<file path="src/rtl/ddr3_cmd_responder.sv">
// DDR3 command-bus responder: decodes commands, tracks per-bank open rows and timers,
// returns address-derived read bursts CL cycles after each legal RD. Stats via DDR3_RESP_STATS_EN.
module ddr3_cmd_responder #(
  parameter int CL   = 6,
  parameter int TRCD = 6,
  parameter int TRP  = 6,
  parameter int TRAS = 15,
  parameter int TCCD = 4
) (
  input  logic        clk,
  input  logic        rst_n,
  input  logic        cke,
  input  logic        cs_n,
  input  logic        ras_n,
  input  logic        cas_n,
  input  logic        we_n,
  input  logic [2:0]  ba,
  input  logic [13:0] addr,
  output logic        rd_valid,
  output logic [63:0] rd_data,
  output logic [7:0]  bank_open,
  output logic        err_valid,
  output logic [2:0]  err_code,
  output logic [15:0] viol_count,
  output logic [31:0] act_count,
  output logic [31:0] rd_count,
  output logic [31:0] wr_count,
  output logic [31:0] pre_count
);

  localparam logic [2:0] CMD_MRS = 3'b000;
  localparam logic [2:0] CMD_REF = 3'b001;
  localparam logic [2:0] CMD_PRE = 3'b010;
  localparam logic [2:0] CMD_ACT = 3'b011;
  localparam logic [2:0] CMD_WR  = 3'b100;
  localparam logic [2:0] CMD_RD  = 3'b101;

  localparam logic [4:0] CNT_MAX = 5'd31;
  localparam logic [4:0] T_RCD   = 5'(TRCD);
  localparam logic [4:0] T_RP    = 5'(TRP);
  localparam logic [4:0] T_RAS   = 5'(TRAS);
  localparam logic [4:0] T_CCD   = 5'(TCCD);

  // Age counters hold d = cycles since the last command of that kind (1 the cycle after it).
  logic [7:0]  open_q;
  logic [13:0] row_q     [8];
  logic [4:0]  act_age_q [8];
  logic [4:0]  pre_age_q [8];
  logic [4:0]  rw_age_q;

  logic [CL-1:0] pipe_v;
  logic [63:0]   pipe_d [CL];

  logic        err_valid_q;
  logic [2:0]  err_code_q;
  logic [15:0] viol_count_q;

  logic       cmd_en;
  logic [2:0] cmd;
  logic       pre_all_ras;
  logic [2:0] err_c;
  logic       legal;
  logic       do_act, do_rd, do_wr, do_pre;
  logic [31:0] rd_word;

  function automatic logic [4:0] sat_inc(input logic [4:0] v);
    return (v == CNT_MAX) ? v : v + 5'd1;
  endfunction

  always_comb begin
    cmd_en      = cke & ~cs_n;
    cmd         = {ras_n, cas_n, we_n};
    pre_all_ras = 1'b0;
    for (int b = 0; b < 8; b++) begin
      if (open_q[b] && (act_age_q[b] < T_RAS)) pre_all_ras = 1'b1;
    end
    err_c = 3'd0;
    if (cmd_en) begin
      case (cmd)
        CMD_RD, CMD_WR: begin
          if (!open_q[ba])                err_c = 3'd1;
          else if (act_age_q[ba] < T_RCD) err_c = 3'd3;
          else if (rw_age_q < T_CCD)      err_c = 3'd6;
        end
        CMD_ACT: begin
          if (open_q[ba])                 err_c = 3'd2;
          else if (pre_age_q[ba] < T_RP)  err_c = 3'd4;
        end
        CMD_PRE: begin
          if (addr[10] ? pre_all_ras : (open_q[ba] && (act_age_q[ba] < T_RAS)))
            err_c = 3'd5;
        end
        CMD_REF: begin
          if (|open_q) err_c = 3'd7;
        end
        default: ;
      endcase
    end
    legal   = cmd_en && (err_c == 3'd0);
    do_act  = legal && (cmd == CMD_ACT);
    do_rd   = legal && (cmd == CMD_RD);
    do_wr   = legal && (cmd == CMD_WR);
    do_pre  = legal && (cmd == CMD_PRE);
    rd_word = {5'b0, ba, row_q[ba], addr[9:0]};
  end

  always_ff @(posedge clk or negedge rst_n) begin
    if (!rst_n) begin
      open_q   <= '0;
      rw_age_q <= CNT_MAX;
      for (int b = 0; b < 8; b++) begin
        row_q[b]     <= '0;
        act_age_q[b] <= CNT_MAX;
        pre_age_q[b] <= CNT_MAX;
      end
    end else begin
      rw_age_q <= sat_inc(rw_age_q);
      for (int b = 0; b < 8; b++) begin
        act_age_q[b] <= sat_inc(act_age_q[b]);
        pre_age_q[b] <= sat_inc(pre_age_q[b]);
      end
      if (do_act) begin
        open_q[ba]    <= 1'b1;
        row_q[ba]     <= addr;
        act_age_q[ba] <= 5'd1;
      end
      if (do_rd || do_wr) begin
        rw_age_q <= 5'd1;
        if (addr[10]) begin
          open_q[ba]    <= 1'b0;
          pre_age_q[ba] <= 5'd1;
        end
      end
      // A PRE to a closed bank leaves its tRP timer untouched.
      if (do_pre) begin
        for (int b = 0; b < 8; b++) begin
          if (open_q[b] && (addr[10] || (ba == 3'(b)))) begin
            open_q[b]    <= 1'b0;
            pre_age_q[b] <= 5'd1;
          end
        end
      end
    end
  end

  // rd_valid and err_valid are single-cycle strobes with no back-pressure; the
  // consumer must take rd_data/err_code in the cycle the strobe is high.
  always_ff @(posedge clk or negedge rst_n) begin
    if (!rst_n) begin
      pipe_v       <= '0;
      err_valid_q  <= 1'b0;
      err_code_q   <= 3'd0;
      viol_count_q <= 16'd0;
      for (int i = 0; i < CL; i++) pipe_d[i] <= '0;
    end else begin
      // Data only advances alongside a valid entry, so the last stage holds the latest burst.
      for (int i = CL - 1; i > 0; i--) begin
        pipe_v[i] <= pipe_v[i-1];
        if (pipe_v[i-1]) pipe_d[i] <= pipe_d[i-1];
      end
      pipe_v[0] <= do_rd;
      if (do_rd) pipe_d[0] <= {rd_word, ~rd_word};
      err_valid_q <= (err_c != 3'd0);
      if (err_c != 3'd0) begin
        err_code_q <= err_c;
        if (viol_count_q != 16'hFFFF) viol_count_q <= viol_count_q + 16'd1;
      end
    end
  end

  assign rd_valid   = pipe_v[CL-1];
  assign rd_data    = pipe_d[CL-1];
  assign bank_open  = open_q;
  assign err_valid  = err_valid_q;
  assign err_code   = err_code_q;
  assign viol_count = viol_count_q;

`ifdef DDR3_RESP_STATS_EN
  logic [31:0] stat_act_q, stat_rd_q, stat_wr_q, stat_pre_q;

  always_ff @(posedge clk or negedge rst_n) begin
    if (!rst_n) begin
      stat_act_q <= '0;
      stat_rd_q  <= '0;
      stat_wr_q  <= '0;
      stat_pre_q <= '0;
    end else begin
      if (do_act) stat_act_q <= stat_act_q + 32'd1;
      if (do_rd)  stat_rd_q  <= stat_rd_q + 32'd1;
      if (do_wr)  stat_wr_q  <= stat_wr_q + 32'd1;
      if (do_pre) stat_pre_q <= stat_pre_q + 32'd1;
    end
  end

  assign act_count = stat_act_q;
  assign rd_count  = stat_rd_q;
  assign wr_count  = stat_wr_q;
  assign pre_count = stat_pre_q;
`else
  assign act_count = 32'd0;
  assign rd_count  = 32'd0;
  assign wr_count  = 32'd0;
  assign pre_count = 32'd0;
`endif

endmodule

</file>
<file path="config.mk">
export PLATFORM = sky130hd
export DESIGN_NAME = ddr3_cmd_responder
export DESIGN_NICKNAME = d
export VERILOG_FILES = /design/src/rtl/ddr3_cmd_responder.sv
export SDC_FILE = /design/constraint.sdc
export NUM_CORES = 1
export LEC_CHECK = 0
export ABC_AREA = 1
export CAP_MARGIN = 20
export CORE_UTILIZATION = 49
export CTS_BUF_LIST = sky130_fd_sc_hd__clkbuf_8
export DETAILED_ROUTE_END_ITERATION = 7
export PLACE_DENSITY_LB_ADDON = 0.08
export SYNTH_ARGS = -nofsm -noshare
export SYNTH_HDL_FRONTEND = slang
export SYNTH_SLANG_ARGS = --single-unit
</file>
<file path="constraint.sdc">
create_clock -name clk -period 3.4 [get_ports clk]
set_clock_uncertainty 0.2 [all_clocks]
set_input_delay 0.51 -clock clk [delete_from_list [all_inputs] [get_ports clk]]
set_output_delay 0.51 -clock clk [all_outputs]
set_load 0.05 [all_outputs]
</file>
**After elaboration in Yosys (flattened, before gate mapping)**

Cells that the tools add are included.
Widths: inputs -> output; s select.

- Bits in registers: 585
- Input port bits: 24
- Output and inout port bits: 221

- Add/sub/neg operators: 18
- Magnitude comparators: 16
- Equality and inequality tests: 31
- Multiplexer cells: 78
- Bitwise operators: 12
- Reduce and logical (&&, ||, !) cells: 39

Operator list:

| operator | number |
|---|---|
| $mux 40 | 4 |
| $mux 5 | 31 |
| $bwmux 112 | 1 |
| $add 5x1->5 const B | 17 |
| $eq 5x5->1 const B | 17 |
| $and 32x32->32 | 2 |
| $lt 5x4->1 const B | 9 |
| $bmux 14 s3 | 1 |
| $demux 14 s3 | 1 |
| $mux 14 | 3 |
| $mux 8 | 4 |
| $not 27->32 | 1 |
| $not 32->32 | 1 |
| $bmux 5 s3 | 2 |
| $logic_and 1x1->1 | 24 |
| $mux 3 | 8 |
| $or 8x8->8 | 3 |
| $mux 1 | 19 |
| $eq 3x3->1 const B | 6 |
| $add 16x1->16 const B | 1 |
| $ne 16x16->1 const B | 1 |
| $demux 5 s3 | 1 |
| $lt 5x3->1 const B | 3 |
| $eq 3x2->1 const B | 4 |
| other kinds (20) | 30 |

**Longest topological paths before layout**

- Depth in word-level cells: 23
- Depth in mapped cells: 22

**Worst setup path before layout**

OpenSTA, ideal clock, no wires.

- Path kind: in2reg
- From: in ba[1]
- To: reg row_q[108] in the netlist's numbering
- Setup time: 0.130 ns
- Arrival: 2.415 ns
- Required time: 3.070 ns
- Slack: 0.656 ns
- Stages on the path: 20
- Buffers on the path: 3
- Cell sequence: buf_2 -> inv_1 -> nor2_2 -> nand2_1 -> nand3_1 -> nand2_1 -> nand2_1 -> nand2_1 -> nand2_1 -> nand2_1 -> nand2_1 -> nand3_1 -> nand2_1 -> nand4_2 -> nor2_4 -> buf_4 -> nand2_1 -> buf_2 -> nand2_1 -> o21ai_1

- Word-level cells in the longest chain between the ends: 13
- Elaborated cells between the ends (all ways): 30

RTL lines:

| item | line | source |
|---|---|---|
| from (decl) | 17 | `input logic [2:0] ba,` |
| $not 3->4 (implied by the code) | n/a |  |
| $bmux 5 s3 | 82, 90 |  |
| $mux 5 (implied by the code) (2 in a row) | 82, 90 |  |
| $lt 5x4->1 | 90 | `if (addr[10] ? pre_all_ras : (open_q[ba] && (act_age_q[ba] < T_RAS)))` |
| $logic_and 1x1->1 | 90 |  |
| $mux 1 | 90 |  |
| $mux 3 | 90 |  |
| $pmux 3 s4 | 79 | `case (cmd)` |
| $mux 3 | 78 | `if (cmd_en) begin` |
| $logic_not 3->1 | 99 | `legal = cmd_en && (err_c == 3'd0);` |
| $logic_and 1x1->1 | 99 |  |
| $logic_and 1x1->1 | 100 | `do_act = legal && (cmd == CMD_ACT);` |
| to (signal, indexed assignment) | 124 | `row_q[ba] <= addr;` |
| to (decl) | 46 | `logic [13:0] row_q [8];` |

Parallel ways exist; a longest one is shown, timed or not. The select of a mux whose other input is x is not followed.
A chain may end at the register's enable or synchronous reset.

**Worst setup path in the final report**

- From: in ba[0]
- To: reg open_q[4] (netlist: bank_open[4])

- Word-level cells in the longest chain between the ends: 19
- Elaborated cells between the ends (all ways): 44

RTL lines:

| item | line | source |
|---|---|---|
| $not 3->4 (implied by the code) | 82, 87, 90 |  |
| $bmux 5 s3 | 82, 90 |  |
| $mux 5 (implied by the code) (2 in a row) | 82, 90 |  |
| $lt 5x4->1 | 90 |  |
| $logic_and 1x1->1 | 90 |  |
| $mux 1 | 90 |  |
| $mux 3 | 90 |  |
| $pmux 3 s4 | 79 |  |
| (+2 left out) | n/a |  |
| $logic_and 1x1->1 | 99 |  |
| $logic_and 1x1->1 | 100 |  |
| $mux 8 | 122 | `if (do_act) begin` |
| $and 8x8->8 (no line) | n/a |  |
| $mux 8 | 129 | `if (addr[10]) begin` |
| $mux 8 | 127 | `if (do_rd \|\| do_wr) begin` |
| $mux 1 | 137 | `if (open_q[b] && (addr[10] \|\| (ba == 3'(b)))) begin` |
| $mux 8 * | 135 | `if (do_pre) begin` |
| to (signal, indexed assignment) | 123 | `open_q[ba] <= 1'b1;` |
| to (signal, indexed assignment) | 130 | `open_q[ba] <= 1'b0;` |
| to (signal, indexed assignment) | 138 | `open_q[b] <= 1'b0;` |
| to (decl) | 45 | `logic [7:0] open_q;` |

Every way passes the cells marked *; elsewhere a longest branch is shown, timed or not. The select of a mux whose other input is x is not followed.

==> results.py <==
metrics = {
    "status": {
        "status": "finished clean",
    },
    "timing": {
        "slew_violations": 0,
        "hold_ws_ns": 0.2287,
        "fin_crit_sh": 0.8763,
        "relSlewSlack": 0.3069,
        "fin_ws_ns": 0.4204,
        "worst_pin_slew_ns": 1.040,
        "period_needed_ns": 2.980,
        "hold_violations": 0,
        "fin_setup_tns_ns": 0,
        "timing.fmax_mhz": 335.6,
        "rsz0062_at_grt": "false",
        "setup_viol": 0,
    },
    "job": {
        "cap_violations": 0,
    },
    "final_layout": {
        "fin_nets": 2939,
        "synthToLayoutAreaGrowth_pct": 13.73,
        "final_util": 0.5653,
        "final_cell_area_sq_um": 28420,
        "final_cell_mix": "633 x nand2_1, 471 x dfrtp_1, 293 x inv_1",
        "antenna_cells": 0,
        "drive_above_1_share": 0.1336,
        "layout_commonest_cell": "nand2_1",
        "layout.cells.non_filler": 3644,
    },
    "global_routing": {
        "antenna_found_initial": 0,
        "grt_pass1_wl_mm": 90.31,
        "gr-total-overflow": 0,
        "grt_start_max_net_pins": 112,
        "grt_util_all_layers": 0.2137,
        "grt_pass1_vias": 17290,
    },
    "power_and_ir_drop": {
        "power.total_mw": 22.09,
        "leakagePower_nw": 13.86,
        "p_per_area_nw_per_um2": 777.2,
        "vdd_ir_drop_max_uv": 582.3,
    },
    "worst_setup_path": {
        "cp.arrival_ns": 3.32,
        "crit_slowest_cell": "clkdlybuf4s50_1",
        "crit_chain": "clkdlybuf4s50_1, inv_2, nor2_2, buf_12, nand2_1, nand3_1, nand2_1, nand2_1, nor2_1, nand2_1, nand2_1, nand2_1, nand2_1, nor2_1, nand4_2, buf_4, nor2_1, buf_4, nand2_1, nand2_1, nor2_1",
        "cp_num_buf_inv": 5,
        "cp.required_ns": 3.74,
        "cp_max_fo": 9,
        "regToRegStartpoint": "act_age_q[30]$_DFF_PN1_",
        "crit_top_cell": "nand2_1",
        "path_class": "input port to register",
        "cp-end-kind": "register",
        "cp_top_family": "simple AND/OR/NAND/NOR gates",
        "startpoint": "ba[0]",
        "start_kind": "input port",
        "slowest_delay_ns": 0.61,
    },
    "clock_network": {
        "post_cts_buffers": 0,
        "htreeDepth": 3,
        "clock_latency_ns": 0.67,
        "cts.clk_slew.worst_paths_ns": 0.06,
        "cts_tree": "done",
        "clk_path_buf_depth": 3,
        "cts_resized": 0,
        "cts_buffers": 94,
        "ctsHoldBuffers": 1,
        "cts.sinks": 561,
        "clk_root_buffer_cell": "clkbuf_8",
    },
    "route": {
        "avgRoutedWirePerCell_um": 14.81,
        "drc": 0,
        "first_pass_iters": 5,
        "routed_wl_mm": 53.96,
        "ant_nets": 0,
        "viasPerCell": 4.847,
        "num_vias": 17660,
        "drt_iter0_drc": 1179,
    },
    "die": {
        "row_count": 82,
        "io_pins": 245,
        "die_h_um": 227.8,
        "die_x_um": 227.8,
        "initial_utilization": 0.4970,
        "dieArea_sq_um": 51900,
        "coreArea_sq_um": 50270,
    },
    "synthesis": {
        "synth-seq-cells": 561,
        "syn-cell-area_sq_um": 24990,
        "synth_cell_types": 34,
        "syn_inst": 2772,
        "syn_area_per_cell_sq_um": 9.014,
        "ys_warn_count": 0,
        "ys_seq_area_frac": 0.5661,
    },
    "placement": {
        "placed_cells": 3471,
        "dp_hpwl_mm": 36.45,
        "io_buffers": 111,
        "dp_slack_ns": -0.2313,
        "dpl-instance-area_sq_um": 26500,
        "gp_congestion": 0.8795,
    },
    "worst_hold_path": {
        "min_path_type": "input port to asynchronous set/reset pin",
    },
}
## sequential cells by signal (all words and copies together) (netlist names)
signal / count
pre_age_q: 40
pipe_d: 275
err_valid: 1
err_code: 3
viol_count: 16
pipe_v: 6
rd_data: 55
act_age_q: 40
rw_age_q: 5
bank_open: 8
row_q: 112
## report_power, final
group / total, mW / switching [mW] / internal (mW)
Clock: 5.86 / 2.65 / 3.22
Sequential: 10.1 / 1.17 / 8.90
Combinational: 6.16 / 3.91 / 2.24
## worst register-to-register path, stage by stage, from the launching register on
cell and delay, ns:
dfstp_2 0.56, nand3_1 0.12, o21ai_0 0.26, nand3_1 0.13
nor2_1 0.12, nand2_1 0.07, nand2_1 0.07, nand2_1 0.06
nand2_1 0.08, nand2_1 0.06, nor2_1 0.13, nand4_2 0.15
buf_4 0.19, nor2_1 0.08, buf_4 0.20, nand2_1 0.09
nand2_1 0.15, nor2_1 0.07
## synth_stat cells
cell type	count	share of area
nand2_1	634	0.095
dfrtp_1	476	0.48
o21ai_0	281	0.056
nor2_1	255	0.038
inv_1	247	0.037
buf_4	194	0.058
a21oi_1	183	0.037
dfstp_2	85	0.089
clkbuf_1	83	0.012
nand3_1	70	0.014
mux2_2	56	0.025
xor2_1	31	0.011
buf_2	27	0.0054
o21ai_1	26	0.0052
ha_1	19	0.0095
a22oi_1	18	0.0054
or2_2	17	0.0043
a221oi_1	14	0.0049
buf_1	9	0.0014
mux2i_1	8	0.0032
nor3_1	7	0.0014
nand4_1	6	0.0015
nor4_1	5	0.0013
o22ai_1	5	0.0013
xnor2_1	4	0.0014
nor2_2	3	0.00075
inv_2	2	0.00030
and3_1	1	0.00025
buf_6	1	0.00045
conb_1	1	0.00015
nand2_2	1	0.00025
nand3b_1	1	0.00030
nand4_2	1	0.00050
nor2_4	1	0.00045
## kinds of logic after synthesis
family	after synthesis	synth area share
xor+xnor	35	0.01227
other cells	1	0.0001501
mux	64	0.02844
flops	561	0.5661
compound gates	527	0.1097
fa+ha+maj	19	0.009514
simple gates	1002	0.1585
buf+inv	563	0.1154
## path summary, 6_finish.rpt
| kind | slack (ns) | cells after the start | endpoint |
|---|---|---|---|
| max in group asynchronous | 1.84 | 3 | pre_age_q[15]$_DFF_PN1_ |
| worst max register to register | 0.48 | 17 | bank_open[4]$_DFF_PN0_ |
| worst max-delay path | 0.42 | 21 | bank_open[4]$_DFF_PN0_ |
| worst min-delay path | 0.23 | 2 | pipe_v[5]$_DFF_PN0_ |
| worst min register to register | 0.27 | 2 | pipe_d[351]$_DFFE_PN0P_ |
| min in group clk | 0.27 | 2 | pipe_d[351]$_DFFE_PN0P_ |
## cell type report
class	count	area [sq um]
clock inverter	53	269.0
clock buffer	119	1638
sequential	561	14150
multi-input combinational	1780	8458
inverter	249	934.6
fill	4528	21850
timing repair buffer	210	2125
tap	672	840.8
## routing by layer
layer	global-route usage	up-vias	wire, um	share of wire
li1	-	8799	-	-
met1	0.2909	8445	25110	0.47
met2	0.3480	315	25690	0.48
met3	0.03688	105	1796	0.033
met4	0.06883	0	1361	0.025
met5	0	-	0	0
(Power assumes the default switching activity.)
